## config.mk

```make
export PLATFORM = sky130hd
export DESIGN_NAME = cart_bus_master
export DESIGN_NICKNAME = d
export VERILOG_FILES = /design/src/rtl/cart_bus_master.sv
export SDC_FILE = /design/constraint.sdc
export NUM_CORES = 1
export LEC_CHECK = 0
export BUFFER_PORTS_ARGS = -buffer_cell sky130_fd_sc_hd__buf_2
export CAP_MARGIN = 20
export CORE_MARGIN = 2
export CORE_UTILIZATION = 43
export DETAILED_ROUTE_END_ITERATION = 10
export PLACE_DENSITY = 0.81
export SYNTH_ARGS = -nofsm -noshare
export SYNTH_HDL_FRONTEND = slang
export SYNTH_SLANG_ARGS = --single-unit
```

## constraint.sdc

```tcl
create_clock -name clk_sys -period 2 [get_ports clk_sys]
set_input_delay 0.4 -clock clk_sys [delete_from_list [all_inputs] [get_ports clk_sys]]
set_output_delay 0.4 -clock clk_sys [all_outputs]
set_load 0.03 [all_outputs]
```

## src/rtl/cart_bus_master.sv

```systemverilog
`default_nettype none
// ============================================================================
// Module   : cart_bus_master
// Brief    : CPU-side cartridge bus initiator; issues the mapper write strobe
//            and then one ROM / cart-RAM req/ack memory transaction.
// Revision : 1.0 - initial release
// ============================================================================
module cart_bus_master #(
  parameter int TIMEOUT = 255,
  parameter int ROM_AW  = 23
) (
  input  logic              clk_sys,
  input  logic              reset_n,
  input  logic              ce,
  input  logic              cpu_req,
  input  logic              cpu_we,
  input  logic [15:0]       cpu_addr,
  input  logic [7:0]        cpu_wdata,
  output logic [7:0]        cpu_rdata,
  output logic              cpu_done,
  output logic              cpu_busy,
  output logic [15:0]       cart_addr,
  output logic              cart_wr,
  output logic [7:0]        cart_di,
  output logic [7:0]        cram_di,
  input  logic [7:0]        cram_do,
  input  logic [9:0]        mbc_bank,
  input  logic [16:0]       cram_addr,
  input  logic              ram_enabled,
  output logic              mem_req,
  output logic              mem_we,
  output logic              mem_sel,
  output logic [ROM_AW-1:0] mem_addr,
  output logic [7:0]        mem_wdata,
  input  logic              mem_ack,
  input  logic [7:0]        mem_rdata,
  output logic              timeout_err
);

  typedef enum logic [2:0] {
    ST_IDLE     = 3'd0,
    ST_SETUP    = 3'd1,
    ST_MBC_WR   = 3'd2,
    ST_MEM_REQ  = 3'd3,
    ST_MEM_WAIT = 3'd4,
    ST_DONE     = 3'd5
  } state_t;

  localparam logic [7:0] c_open_bus  = 8'hFF;
  localparam logic [7:0] c_wait_last = 8'(TIMEOUT - 1);

  state_t              r_state;
  state_t              w_state_nxt;
  logic [15:0]         r_cart_addr;
  logic [7:0]          r_cart_di;
  logic                r_we;
  logic [7:0]          r_cpu_rdata;
  logic [7:0]          r_cram_di;
  logic                r_mem_req;
  logic                r_mem_we;
  logic                r_mem_sel;
  logic [ROM_AW-1:0]   r_mem_addr;
  logic                r_timeout_err;
  logic                r_hold;
  logic [7:0]          r_wait_cnt;
  logic                w_is_rom;
  logic                w_is_cram;
  logic                w_ram_hit;
  logic                w_timeout;
  logic                w_cart_wr;

  assign w_is_rom  = ~r_cart_addr[15];
  assign w_is_cram = (r_cart_addr[15:13] == 3'b101);
  assign w_ram_hit = w_is_cram & ram_enabled;
  assign w_timeout = (r_wait_cnt == c_wait_last);

  always_ff @(posedge clk_sys or negedge reset_n) begin
    if (!reset_n) r_state <= ST_IDLE;
    else          r_state <= w_state_nxt;
  end

  always_comb begin
    w_state_nxt = r_state;
    w_cart_wr   = 1'b0;
    case (r_state)
      ST_IDLE: begin
        if (cpu_req) w_state_nxt = ST_SETUP;
      end
      ST_SETUP: begin
        if (r_we)                 w_state_nxt = (w_is_rom || w_is_cram) ? ST_MBC_WR : ST_DONE;
        else if (w_is_rom)        w_state_nxt = ST_MEM_REQ;
        else if (w_ram_hit)       w_state_nxt = ST_MEM_REQ;
        else                      w_state_nxt = ST_DONE;
      end
      ST_MBC_WR: begin
        if (ce) begin
          w_cart_wr   = 1'b1;
          w_state_nxt = w_ram_hit ? ST_MEM_REQ : ST_DONE;
        end
      end
      ST_MEM_REQ: w_state_nxt = ST_MEM_WAIT;
      ST_MEM_WAIT: begin
        // A cart-RAM read lingers one extra cycle so cram_do can reflect cram_di.
        if (r_hold)              w_state_nxt = ST_DONE;
        else if (mem_ack) begin
          if (r_we || w_is_rom)  w_state_nxt = ST_DONE;
        end
        else if (w_timeout)      w_state_nxt = ST_DONE;
      end
      ST_DONE:  w_state_nxt = ST_IDLE;
      default:  w_state_nxt = ST_IDLE;
    endcase
  end

  always_ff @(posedge clk_sys or negedge reset_n) begin
    if (!reset_n) begin
      r_cart_addr   <= 16'h0000;
      r_cart_di     <= 8'h00;
      r_we          <= 1'b0;
      r_cpu_rdata   <= c_open_bus;
      r_cram_di     <= c_open_bus;
      r_mem_req     <= 1'b0;
      r_mem_we      <= 1'b0;
      r_mem_sel     <= 1'b0;
      r_mem_addr    <= '0;
      r_timeout_err <= 1'b0;
      r_hold        <= 1'b0;
      r_wait_cnt    <= 8'h00;
    end else begin
      case (r_state)
        ST_IDLE: begin
          if (cpu_req) begin
            r_cart_addr   <= cpu_addr;
            r_cart_di     <= cpu_wdata;
            r_we          <= cpu_we;
            r_timeout_err <= 1'b0;
          end
        end
        ST_SETUP: begin
          // Reads finishing without a memory cycle: disabled cart RAM or unmapped space.
          if (!r_we && !w_is_rom && !w_ram_hit)
            r_cpu_rdata <= w_is_cram ? cram_do : c_open_bus;
        end
        ST_MEM_REQ: begin
          r_mem_addr <= w_is_rom ? {mbc_bank, r_cart_addr[12:0]}
                                 : {{(ROM_AW-17){1'b0}}, cram_addr};
          r_mem_sel  <= ~w_is_rom;
          r_mem_we   <= r_we;
          r_mem_req  <= 1'b1;
          r_wait_cnt <= 8'h00;
          r_hold     <= 1'b0;
        end
        ST_MEM_WAIT: begin
          if (r_hold) begin
            r_cpu_rdata <= cram_do;
            r_hold      <= 1'b0;
          end else if (mem_ack) begin
            r_mem_req <= 1'b0;
            if (!r_we) begin
              if (w_is_rom) r_cpu_rdata <= mem_rdata;
              else begin
                r_cram_di <= mem_rdata;
                r_hold    <= 1'b1;
              end
            end
          end else if (w_timeout) begin
            r_mem_req     <= 1'b0;
            r_timeout_err <= 1'b1;
            r_cpu_rdata   <= c_open_bus;
          end else begin
            r_wait_cnt <= r_wait_cnt + 8'd1;
          end
        end
        default: ;
      endcase
    end
  end

  assign cpu_rdata   = r_cpu_rdata;
  assign cpu_done    = (r_state == ST_DONE);
  assign cpu_busy    = (r_state != ST_IDLE);
  assign cart_addr   = r_cart_addr;
  assign cart_wr     = w_cart_wr;
  assign cart_di     = r_cart_di;
  assign cram_di     = r_cram_di;
  assign mem_req     = r_mem_req;
  assign mem_we      = r_mem_we;
  assign mem_sel     = r_mem_sel;
  assign mem_addr    = r_mem_addr;
  assign mem_wdata   = r_cart_di;
  assign timeout_err = r_timeout_err;

endmodule
`default_nettype wire

```

==> impl.org, run 1 <==
** Status
- The run finished with clean final reports.

** Setup path
- Slack of the worst reg-to-reg path :: 80 ps
- The worst setup path is captured at an output pin.
- The endpoint identified for the worst register-to-register timing path is cpu_rdata[1].
- STA classifies the critical path startpoint as a flop.
- RR Startpoint :: r_wait_cnt[0]
- Required time at the worst-slack endpoint :: 1600 ps
- Measured in cells, the most critical reg-to-reg path has a length of 7.
- STA puts the critical path data arrival time at 1550 ps.
- Critical Path Fanout Max :: 13
- CP Class :: flop to output pin

** Timing
- Max Clk Rate :: about 500 MHz
- The final number of max-transition violations was 0.
- Setup violations remaining at the end of the flow were counted as 0.
- Final worst path period need :: between 1500 and 2000 ps
- Dividing the final minimum period by the clock period gives 0.973.
- Post-Route Setup TNS :: 0 ps
- Final number of hold-violating endpoints :: 0
- Largest clock skew in the final design :: between 10 and 15 ps
- Hold_ws :: a little over 80 ps
- The worst pin sits at a relative slew slack of 0.661.
- Slew at the pin closest to its max-slew limit :: 508 ps
- Once routing completed, OpenROAD measured the worst setup slack at 54.2 ps.

** Cells and area
- The library cell used most frequently in the layout, excluding fill and tap cells, is sky130_fd_sc_hd__buf_2.
- Of the cells placed in the final design, the portion with a size suffix greater than 1 is 0.501.
- 0 antenna diodes ended up in the layout.
- The library cells used most frequently in the layout, excluding fill and tap cells, are sky130_fd_sc_hd__buf_2 (150), sky130_fd_sc_hd__dfrtp_1 (64), sky130_fd_sc_hd__nand2_1 (37).
- Util after Layout :: 0.580
- P&R area growth vs syn :: 30.5%
- For this run, the post-layout net count is 546.

** Detailed routing
- The first detailed-routing pass ran for 4 iterations.
- The detailed router placed 2987 vias in this run.
- For this block, the routed nets add up to between 9000 and 10000 um of wire.
- Dividing the detail-routed via count by the number of cells gives 5.15.
- Wirelength per Cell :: 15.6 um
- Final ANT Viol Nets :: 0
- Starting DRT DRC Count :: just over 200
- Remaining routing DRC violations :: 0

** Synth
- Synthesis produced 317 cells.
- Netlist area before placement :: about 0.0036 mm^2
- Counting flops with an async set or reset pin after synthesis yields a share of 1.00.
- Most area-consuming cells after synthesis :: sky130_fd_sc_hd__dfrtp_1 (44%), sky130_fd_sc_hd__dfstp_2 (12%), sky130_fd_sc_hd__mux2_2 (9.9%)
- Of the post-synthesis cell area, the dominant cell type holds 0.439.
- In this run, distinct cell masters in the synthesized netlist total 44.
- EDFF count, synth :: 0
- For this run, the register share of the synthesized area comes to 0.554.
- Nets in the synthesized netlist :: about 390
- YS warnings :: 0
- For this run, the leading register cell type out of synthesis is sky130_fd_sc_hd__dfrtp_1.
- The synthesized design contains 80 register bits.
- Synthesized area divided by synthesized cell count :: 11.5 um^2
- Of all cell types, the one taking the most synthesized area is sky130_fd_sc_hd__dfrtp_1.

** Placed design
- Setup slack at placement :: 97.1 ps
- Once detailed placement completed, the half-perimeter wirelength came to 6490 um.
- At the end of routability-driven placement, the weighted congestion stood at approximately 0.86.
- Count of input and output buffers :: 151

** Die
- Die outline area :: around 0.009 mm^2
- Standard-cell rows :: 33
- I/O Pins :: 152
- For this configuration, the core starts out at a cell density of 0.444.
- The die is 96.1 um wide.
- Height of the die :: 96.1 um
- Floorplan Core Area :: 0.00822 mm^2

** CTS
- The later pin in the worst-skew pair is clocked with a latency of 340 ps.
- Counting the buffers created by CTS gives 9.
- TritonCTS built the clock tree.
- The H-tree was split into 3 levels.
- CTS sink count :: 80
- In this run the clock root is driven by a sky130_fd_sc_hd__clkbuf_8.
- The longest clock path from root to sink contains 2 buffers.
- Clock-pin slew reported for the worst setup and hold paths after clock tree synthesis :: 80 ps

** Pwr
- In this run the static leakage power is ~0.0024 uW.
- Flop pwr share :: 0.355
- IR analysis of the VDD net gives a maximum drop of 858 uV.
- Switching Share :: 0.463
- Power density over cell area :: 1710 mW/mm^2
- The share of total power dissipated in combinational logic is 0.516.
- In this run the power spent charging and discharging nets is about 3800 uW.
- Clock power share :: 0.129
- The internal power of the cells totals 4370 uW.

** Global routing
- Entering global routing, the biggest net connects 81 pins.
- Leftover overflow at the end of global routing :: 0
- The initial antenna violation count is 0.
- The first global-routing pass estimated 13800 um of wire.
- In the global route stage, overall resource usage came out at 0.194.
- Number of global-route vias before repair :: 2921

** Min path
- Worst min-delay path class :: primary input to async pin

** Flow run
- Max cap viols :: 0
[Yosys cell counts, types with 2 or more instances]
| cell | instances |
|---|---|
| sky130_fd_sc_hd__o21ai_0 | 30 |
| sky130_fd_sc_hd__o31ai_1 | 3 |
| sky130_fd_sc_hd__mux2i_1 | 27 |
| sky130_fd_sc_hd__clkbuf_1 | 10 |
| sky130_fd_sc_hd__nor2_1 | 10 |
| sky130_fd_sc_hd__nand2b_1 | 8 |
| sky130_fd_sc_hd__dfstp_2 | 16 |
| sky130_fd_sc_hd__and3b_1 | 2 |
| sky130_fd_sc_hd__or3_1 | 2 |
| sky130_fd_sc_hd__buf_2 | 2 |
| sky130_fd_sc_hd__nand2_1 | 37 |
| sky130_fd_sc_hd__buf_4 | 11 |
| sky130_fd_sc_hd__o22ai_1 | 8 |
| sky130_fd_sc_hd__ha_1 | 2 |
| sky130_fd_sc_hd__nor2b_1 | 2 |
| sky130_fd_sc_hd__dfrtp_1 | 64 |
| sky130_fd_sc_hd__a21oi_1 | 6 |
| sky130_fd_sc_hd__nand4_1 | 2 |
| sky130_fd_sc_hd__nand3_1 | 7 |
| sky130_fd_sc_hd__o211ai_1 | 3 |
| sky130_fd_sc_hd__inv_1 | 10 |
| sky130_fd_sc_hd__o2111ai_1 | 2 |
| sky130_fd_sc_hd__mux2_2 | 32 |
[worst max-delay path by stage]
stage	depth (start not counted)	slack, ps	to	startpoint
after floorplan	4	160	cart_addr[10]	r_state[1]
after global placement	4	210	r_wait_cnt[7]	r_state[1]
after detailed placement	5	100	cpu_rdata[7]	r_state[1]
after CTS	2	50	cpu_busy	r_state[1]
after global routing	7	-7	cpu_rdata[6]	r_wait_cnt[0]
final	2	50	cpu_busy	r_state[1]
[power groups by stage]
stage	Clock (uW)	Combinational (uW)	Sequential, uW
4_1_cts	1090	4190	2890
5_1_grt	1150	4490	3000
3_3_place_gp	0	4070	2850
2_1_floorplan	0	1840	4020
3_5_place_dp	0	4180	2920
6_report	1050	4200	2890
[worst max-delay path, stage by stage (launching register included)]
cell	delay, ps
sky130_fd_sc_hd__dfrtp_1	520
sky130_fd_sc_hd__or3_1	470
sky130_fd_sc_hd__buf_2	220
[layout make-up]
class,instances,area (um^2)
sequential,80,2020
multi-input combinational,204,1480
inverter,10,37.5
tap,105,131
fill,720,3450
timing repair buffer,165,913
clock inverter,5,32.5
clock buffer,11,141
[state kept, by name, summed over array words and instances (netlist names)]
register,cells
cart_addr,16
cart_di,8
cpu_rdata,8
cram_di,8
mem_addr,23
mem_req,1
mem_sel,1
mem_we,1
r_hold,1
r_state,3
r_wait_cnt,8
r_we,1
timeout_err,1
[metrics by stage]
step	instances	power [uW]	instance area, um^2
after global routing	580	8640	4760
after detailed placement	559	7090	4530
after CTS	575	8170	4710
final	580	8140	4760
after global placement	559	6920	4530
after floorplan	317	5870	3650
[cells by family after synthesis]
group / Yosys count / share of synthesized area
and+or+nand+nor: 82 / 0.117
DFF: 80 / 0.554
muxes: 60 / 0.176
AOI/OAI and AO/OA: 59 / 0.0974
buffers and inverters: 33 / 0.0460
adders and majority gates: 2 / 0.00686
xor gates and xnor gates: 1 / 0.00240
[repair_timing]
action / in CTS / in global routing
endpoints found under the hold margin: 0 / 0
resized for setup: 0 / 4
endpoints found under the setup margin: 0 / 8
hold buffers: 0 / 0
setup buffers: 0 / 5
[metal layers]
metal  share of wire  routed length, um  track usage  up-vias
met5               0                  0            0        -
met4           0.026                231       0.0929        0
met3           0.051                465       0.0321       16
met2            0.53               4770        0.339      106
met1            0.40               3570        0.232     1454
li1                -                  -            -     1411
No activity file was read; power rests on OpenSTA's default activity.
==> inputs of run 2 (changes only) <==
--- a/config.mk
+++ b/config.mk
@@ -8,9 +8,9 @@
 export BUFFER_PORTS_ARGS = -buffer_cell sky130_fd_sc_hd__buf_2
 export CAP_MARGIN = 20
 export CORE_MARGIN = 2
-export CORE_UTILIZATION = 43
+export CORE_UTILIZATION = 48
 export DETAILED_ROUTE_END_ITERATION = 10
-export PLACE_DENSITY = 0.81
+export PLACE_DENSITY = 0.88
 export SYNTH_ARGS = -nofsm -noshare
 export SYNTH_HDL_FRONTEND = slang
 export SYNTH_SLANG_ARGS = --single-unit
==> impl.org, run 2 (synthesis gave the netlist of run 1 again) <==
** Detailed routing
- The detail route stage leaves a number of antenna-violating nets equal to 0.
- Detailed-router iteration count before antenna repair :: 4
- After the first detailed-routing iteration, the DRC count stood at 83.
- Routed WL :: 8710 um
- Post-DR vias/cell :: 5.20
- The detailed router placed 2972 vias in this run.
- Wirelength per Cell :: ~15 um
- After detailed routing, the number of remaining DRC violations is 0.

** Cells and area
- Fraction of final layout cells with drive strength greater than 1 :: 0.492
- After filler insertion, the fill cell instance count of the layout stands at 618.
- Leaving out fill and tap cells, the most frequent cell in the layout is sky130_fd_sc_hd__buf_2.
- Flip-flop count of the largest register after layout :: 23
- Compared with the post-synthesis result, the final layout area differs by 28.8%.
- At the end of the flow, the number of nets in the layout was approximately 540.
- The number of antenna diodes in the final layout is 0.
- The finished cells cover between 0.004 and 0.005 mm^2.
- In the layout the commonest cells are sky130_fd_sc_hd__buf_2 (150), sky130_fd_sc_hd__dfrtp_1 (64), sky130_fd_sc_hd__nand2_1 (37).

** Timing
- Setup repair after global routing left no endpoint under its margin.
- The final hold violation count came to 0.
- Max Clk Rate :: 513 MHz
- The final number of max-transition violations was 0.
- Largest clock skew in the final design :: around 10 ps
- Final critical-path setup slack :: 49.9 ps
- Setup violations remaining at the end of the flow were counted as 0.
- Slew at the pin closest to its max-slew limit :: 486 ps
- Post-route fraction of the period consumed by the critical path :: 0.975
- Post-Route Setup TNS :: 0 ps
- Slew margin rel. :: 0.676
- Subtracting the final worst setup slack from the clock period gives 1950 ps.

** Status
- Outcome :: complete, no violations

** Die
- The die covers 0.00831 mm^2.
- The initial utilization of the core area, before any placement, comes to 0.500.
- Horizontal extent of the die :: 91.2 um
- Floorplan Core Area :: around 0.0073 mm^2
- Height of the die :: about 91 um
- The initialized floorplan defines 31 standard-cell rows.
- 152 I/O pins were placed.

** CTS
- The tree is rooted in a sky130_fd_sc_hd__clkbuf_8.
- TritonCTS built the clock tree.
- Number of buffers inserted during clock tree synthesis :: 9
- The longest clock path from root to sink contains 2 buffers.
- CTS H-tree depth :: 3
- After clock tree synthesis, the clock-pin slew on the worst setup and hold paths is 90 ps.
- CTS saw 80 sinks.
- Clk_lat worst skew :: 350 ps

** Setup path
- Worst setup path start :: r_state[0]
- The critical path goes through buf_4 > nor4bb_2 > buf_2.
- For this run, the slowest stage of the critical path takes 480 ps.
- Kind of end point of the critical path :: output pin
- The setup check on the worst reg-to-reg path leaves a slack of 140 ps.
- Data on the critical path is required at its endpoint by 1600 ps.
- FF-to-FF path depth :: 7
- Data arrival, critical path :: 1550 ps
- Critical Path Fanout Max :: 8
- Worst setup endpoint :: cart_wr
- RR Endpoint :: cpu_rdata[0]
- Counting buffers and inverters, the worst setup path is 3 cells deep.
- Counting both buffers and inverters, the worst setup path holds a total of 2.
- Grouping stages by cell kind, the critical path spends the most delay in flip-flops.
- RR Startpoint :: r_wait_cnt[0]
- Slowest stage cell on the critical path :: sky130_fd_sc_hd__dfrtp_1
- Type of element launching the critical path :: flop
- CP Class :: flop to output pin

** Global routing
- The total overflow left after global routing is 0.
- Initial antenna violation count :: 0
- The first global-routing pass estimated 14100 um of wire.
- Entering global routing, the biggest net connects between 50 and 60 pins.
- Across every metal layer, demand over resource in global routing totals 0.213.
- The via count of the first global-routing pass came to 3048.

** Pwr
- Dividing total power by cell area gives a power density of between 1500 and 2000 mW/mm^2.
- Overall power after layout :: 8070 uW
- Across the VDD grid, the largest voltage drop is ~1000 uV.
- For this design the static power due to leakage is 0.00235 uW.

** Flow run
- The tool flagged a number of max-cap violations equal to 0.

** Min path
- The min-delay analysis places its worst path in the category primary input to flop.

** Placed design
- Summing all placed instances gives a cell area of 0.00452 mm^2.
- Setup slack at placement :: between 150 and 200 ps
- Detailed placer's ending HPWL :: roughly 6500 um
- Port buffering added between 150 and 200 buffers.
- Weighted congestion reported at the end of routability-driven placement :: 0.874
-- run 2: power breakdown --
group	internal, uW	switching, uW	leakage (uW)	total, uW
clock	448	606	0.0000753	1050
combinational	1470	2690	0.00132	4160
sequential	2360	488	0.000958	2850
-- run 2: through the flow --
stage / hold WS (ps) / instances / utilization
after floorplan: 104 / 317 / -
after global placement: 324 / 554 / 0.620
after detailed placement: 335 / 554 / 0.620
after CTS: 266 / 571 / 0.645
after global routing: 262 / 571 / 0.645
final: 271 / 571 / 0.645
-- run 2: layout make-up --
cell class | count | area [um^2] | share of cell area
Clock buffer | 9 | 124 | 0.0264
Clock inverter | 7 | 47.5 | 0.0101
Inverter | 10 | 37.5 | 0.00799
Multi-Input combinational cell | 204 | 1470 | 0.312
Sequential cell | 80 | 2020 | 0.430
Tap cell | 99 | 124 | 0.0264
Timing Repair Buffer | 162 | 881 | 0.187
-- run 2: worst reg2reg max path: stages, from the launching register on --
cell                       delay (ps)
sky130_fd_sc_hd__dfrtp_1          420
sky130_fd_sc_hd__inv_1             70
sky130_fd_sc_hd__ha_1             140
sky130_fd_sc_hd__nand3_1          130
sky130_fd_sc_hd__o211ai_2         320
sky130_fd_sc_hd__a21boi_0         250
sky130_fd_sc_hd__buf_4            230
sky130_fd_sc_hd__mux2i_1          220
-- run 2: layer usage --
layer	track usage	vias up	share of wire
li1	-	1405	-
met1	0.249	1431	0.39
met2	0.372	117	0.52
met3	0.0481	19	0.064
met4	0.0947	0	0.026
met5	0	-	0
-- run 2: how the worst min path moves through the flow --
| stage | startpoint | end | slack [ps] | cells past startpoint |
|---|---|---|---|---|
| 4_1_cts | cpu_wdata[0] | cart_di[0] | 270 | 2 |
| 6_report | cpu_addr[5] | cart_addr[5] | 270 | 2 |
| 5_1_grt | cpu_addr[11] | cart_addr[11] | 260 | 2 |
| 2_1_floorplan | reset_n | cart_addr[0] | 100 | 0 |
| 3_5_place_dp | reset_n | mem_req | 340 | 1 |
| 3_3_place_gp | reset_n | r_hold | 320 | 1 |
-- run 2: repair_timing --
| action | 4_1_cts | 5_1_grt |
|---|---|---|
| hold endpoints to repair | 7 | 0 |
| buffers inserted | 0 | 0 |
| gates resized for setup | 0 | 0 |
| hold buffers | 1 | 0 |
==> inputs of run 3 (changes only) <==
--- a/config.mk
+++ b/config.mk
@@ -10,6 +10,7 @@
 export CORE_MARGIN = 2
 export CORE_UTILIZATION = 48
 export DETAILED_ROUTE_END_ITERATION = 10
+export MAX_ROUTING_LAYER = met4
 export PLACE_DENSITY = 0.88
 export SYNTH_ARGS = -nofsm -noshare
 export SYNTH_HDL_FRONTEND = slang
==> impl.org, run 3 (synthesis gave the netlist of run 1 again) <==
** Cells and area
- Leaving out fill and tap cells, the most frequent cell in the layout is sky130_fd_sc_hd__buf_2.
- Flip-flop count of the largest register after layout :: 23
- Count of inserted antenna diode cells :: 0
- Most frequent cells in the layout :: sky130_fd_sc_hd__buf_2 (150), sky130_fd_sc_hd__dfrtp_1 (64), sky130_fd_sc_hd__nand2_1 (37)
- P&R area growth vs syn :: 28.8%
- Post-route standard cell area excluding fillers :: 0.00470 mm^2
- Of the cells placed in the final design, the portion with a size suffix greater than 1 is 0.492.
- Total Nets Final :: approximately 540
- Number of filler cells placed in the layout :: about 620

** Setup path
- The signal on the critical path passes through buf_4 > nor4bb_2 > buf_2.
- CP Class :: flop to output pin
- At the worst endpoint, the required time is 1600 ps.
- The slowest stage of the critical path belongs to the cell sky130_fd_sc_hd__dfrtp_1.
- Critical Path Fanout Max :: 8
- The worst setup path is captured at an output pin.
- Data arrival, critical path :: between 1500 and 2000 ps
- Type of element launching the critical path :: flop
- CP max stage delay :: 480 ps

** Detailed routing
- After the first detailed-routing iteration, the DRC count stood at 95.
- Total via count in the routed design :: slightly below 3000
- For this block, the routed nets add up to 8720 um of wire.
- Using the TritonRoute via totals, the vias-per-cell ratio works out to around 5.2.
- For this run, the detailed router's first-pass iteration total came to 4.
- Remaining routing DRC violations :: 0
- Wirelength per Cell :: 15.3 um
- Once detail routing completed, the nets flagged for antenna violations numbered 0.

** Die
- The initial utilization of the core area, before any placement, comes to 0.500.
- Floorplan Core Area :: 0.00729 mm^2
- The floorplan has 31 rows.
- I/O Pins :: approximately 150
- Horizontal extent of the die :: 91.2 um
- Height of the die :: just over 90 um
- The floorplan step defined a die boundary enclosing roughly 0.0083 mm^2.

** Placed design
- After detailed placement, the total cell area comes to ~0.0045 mm^2.
- The congestion estimate from routability-driven global placement came to 0.889.
- Buffers placed on the I/O ports in this run total 151.
- Detailed placer's ending HPWL :: around 6500 um

** Pwr
- Power density over cell area :: 1720 mW/mm^2
- VDD sags by at most between 1000 and 1500 uV.
- For this design the static power due to leakage is 0.00235 uW.
- Overall power after layout :: 8060 uW

** CTS
- Buffers added to address setup during post-CTS repair amount to 0.
- Hold bufs inserted after CTS :: 1
- The H-tree was split into 3 levels.
- Cell at the root of the clock tree :: sky130_fd_sc_hd__clkbuf_8
- Number of buffers inserted during clock tree synthesis :: 9
- In this run, post-CTS repair resized a total of 0 instances.
- After clock tree synthesis, the clock-pin slew on the worst setup and hold paths is 90 ps.
- Clk_lat worst skew :: 340 ps
- Clk buf depth :: 2
- TritonCTS built the clock tree.
- CTS sink count :: 80

** Timing
- Across the routed clock network, the largest skew measured is 8.74 ps.
- Final worst path period need :: 1940 ps
- Setup-failing EPs final :: 0
- Post-route fraction of the period consumed by the critical path :: 0.971
- Based on the critical path, the design can be clocked at up to 515 MHz.
- Slew at the pin closest to its max-slew limit :: 485 ps
- Slew margin rel. :: 0.677
- Setup repair after global routing left no endpoint under its margin.
- The final number of max-transition violations came to 0.
- Final number of hold-violating endpoints :: 0
- Setup total negative slack on the finished layout was measured at 0 ps.

** Global routing
- Initial antenna violation count :: 0
- Leftover overflow at the end of global routing :: 0
- Entering global routing, the biggest net connects 54 pins.
- Wire length of the first global-routing pass :: 14100 um
- Total GRT Usage :: 0.219
- The via count of the first global-routing pass is 3048.

** Min path
- In this run the worst hold path is classified as primary input to flop.

** Status
- Outcome :: complete, no violations

** Flow run
- Across the run, the number of max-cap violations was 0.
run 3: cell counts in the layout (fill, tap and decap cells not counted):
No cell type changed its count.
run 3: worst paths after layout:
check / start / to / slack, ps / cells after the start
max in group asynchronous: reset_n / cart_addr[14] / 910 / 3
max: r_state[0] / cart_wr / 60 / 3
min in group asynchronous: reset_n / r_hold / 510 / 2
min reg2reg: cpu_rdata[4] / cpu_rdata[4] / 470 / 2
max reg2reg: r_wait_cnt[0] / cpu_rdata[0] / 130 / 7
min: cpu_addr[5] / cart_addr[5] / 280 / 2
run 3: layer usage:
metal / track usage / up-vias / wire (um)
li1: - / 1407 / -
met1: 0.251 / 1423 / 3440
met2: 0.372 / 108 / 4550
met3: 0.0440 / 19 / 517
met4: 0.0972 / 0 / 218
met5: - / - / 0
run 3: worst max-delay path: cells and delay by family, from the launching register on:
| kind | cells | cell delay (ps) |
|---|---|---|
| buf+inv | 2 | 440 |
| flops | 1 | 480 |
| simple gates | 1 | 280 |
run 3: where the power goes:
part           internal (uW)  total [uW]  switching (uW)
clock network            448        1050             600
logic                   1470        4160            2690
registers               2360        2850             488
run 3: per-stage QoR:
stage	hold slack, ps	std cells	util	worst slack, ps
after floorplan	104	317	-	158
after global placement	324	554	0.620	294
after detailed placement	335	554	0.620	183
after CTS	266	571	0.645	61.0
after global routing	262	571	0.645	2.35
final	279	571	0.645	58.1
run 3: layout make-up:
type / count / area [um^2] / area share
Clock inverter: 7 / 47.5 / 0.0101
Clock buffer: 9 / 124 / 0.0264
Sequential cell: 80 / 2020 / 0.430
Timing Repair Buffer: 162 / 881 / 0.187
Multi-Input combinational cell: 204 / 1470 / 0.312
Tap cell: 99 / 124 / 0.0264
Inverter: 10 / 37.5 / 0.00799
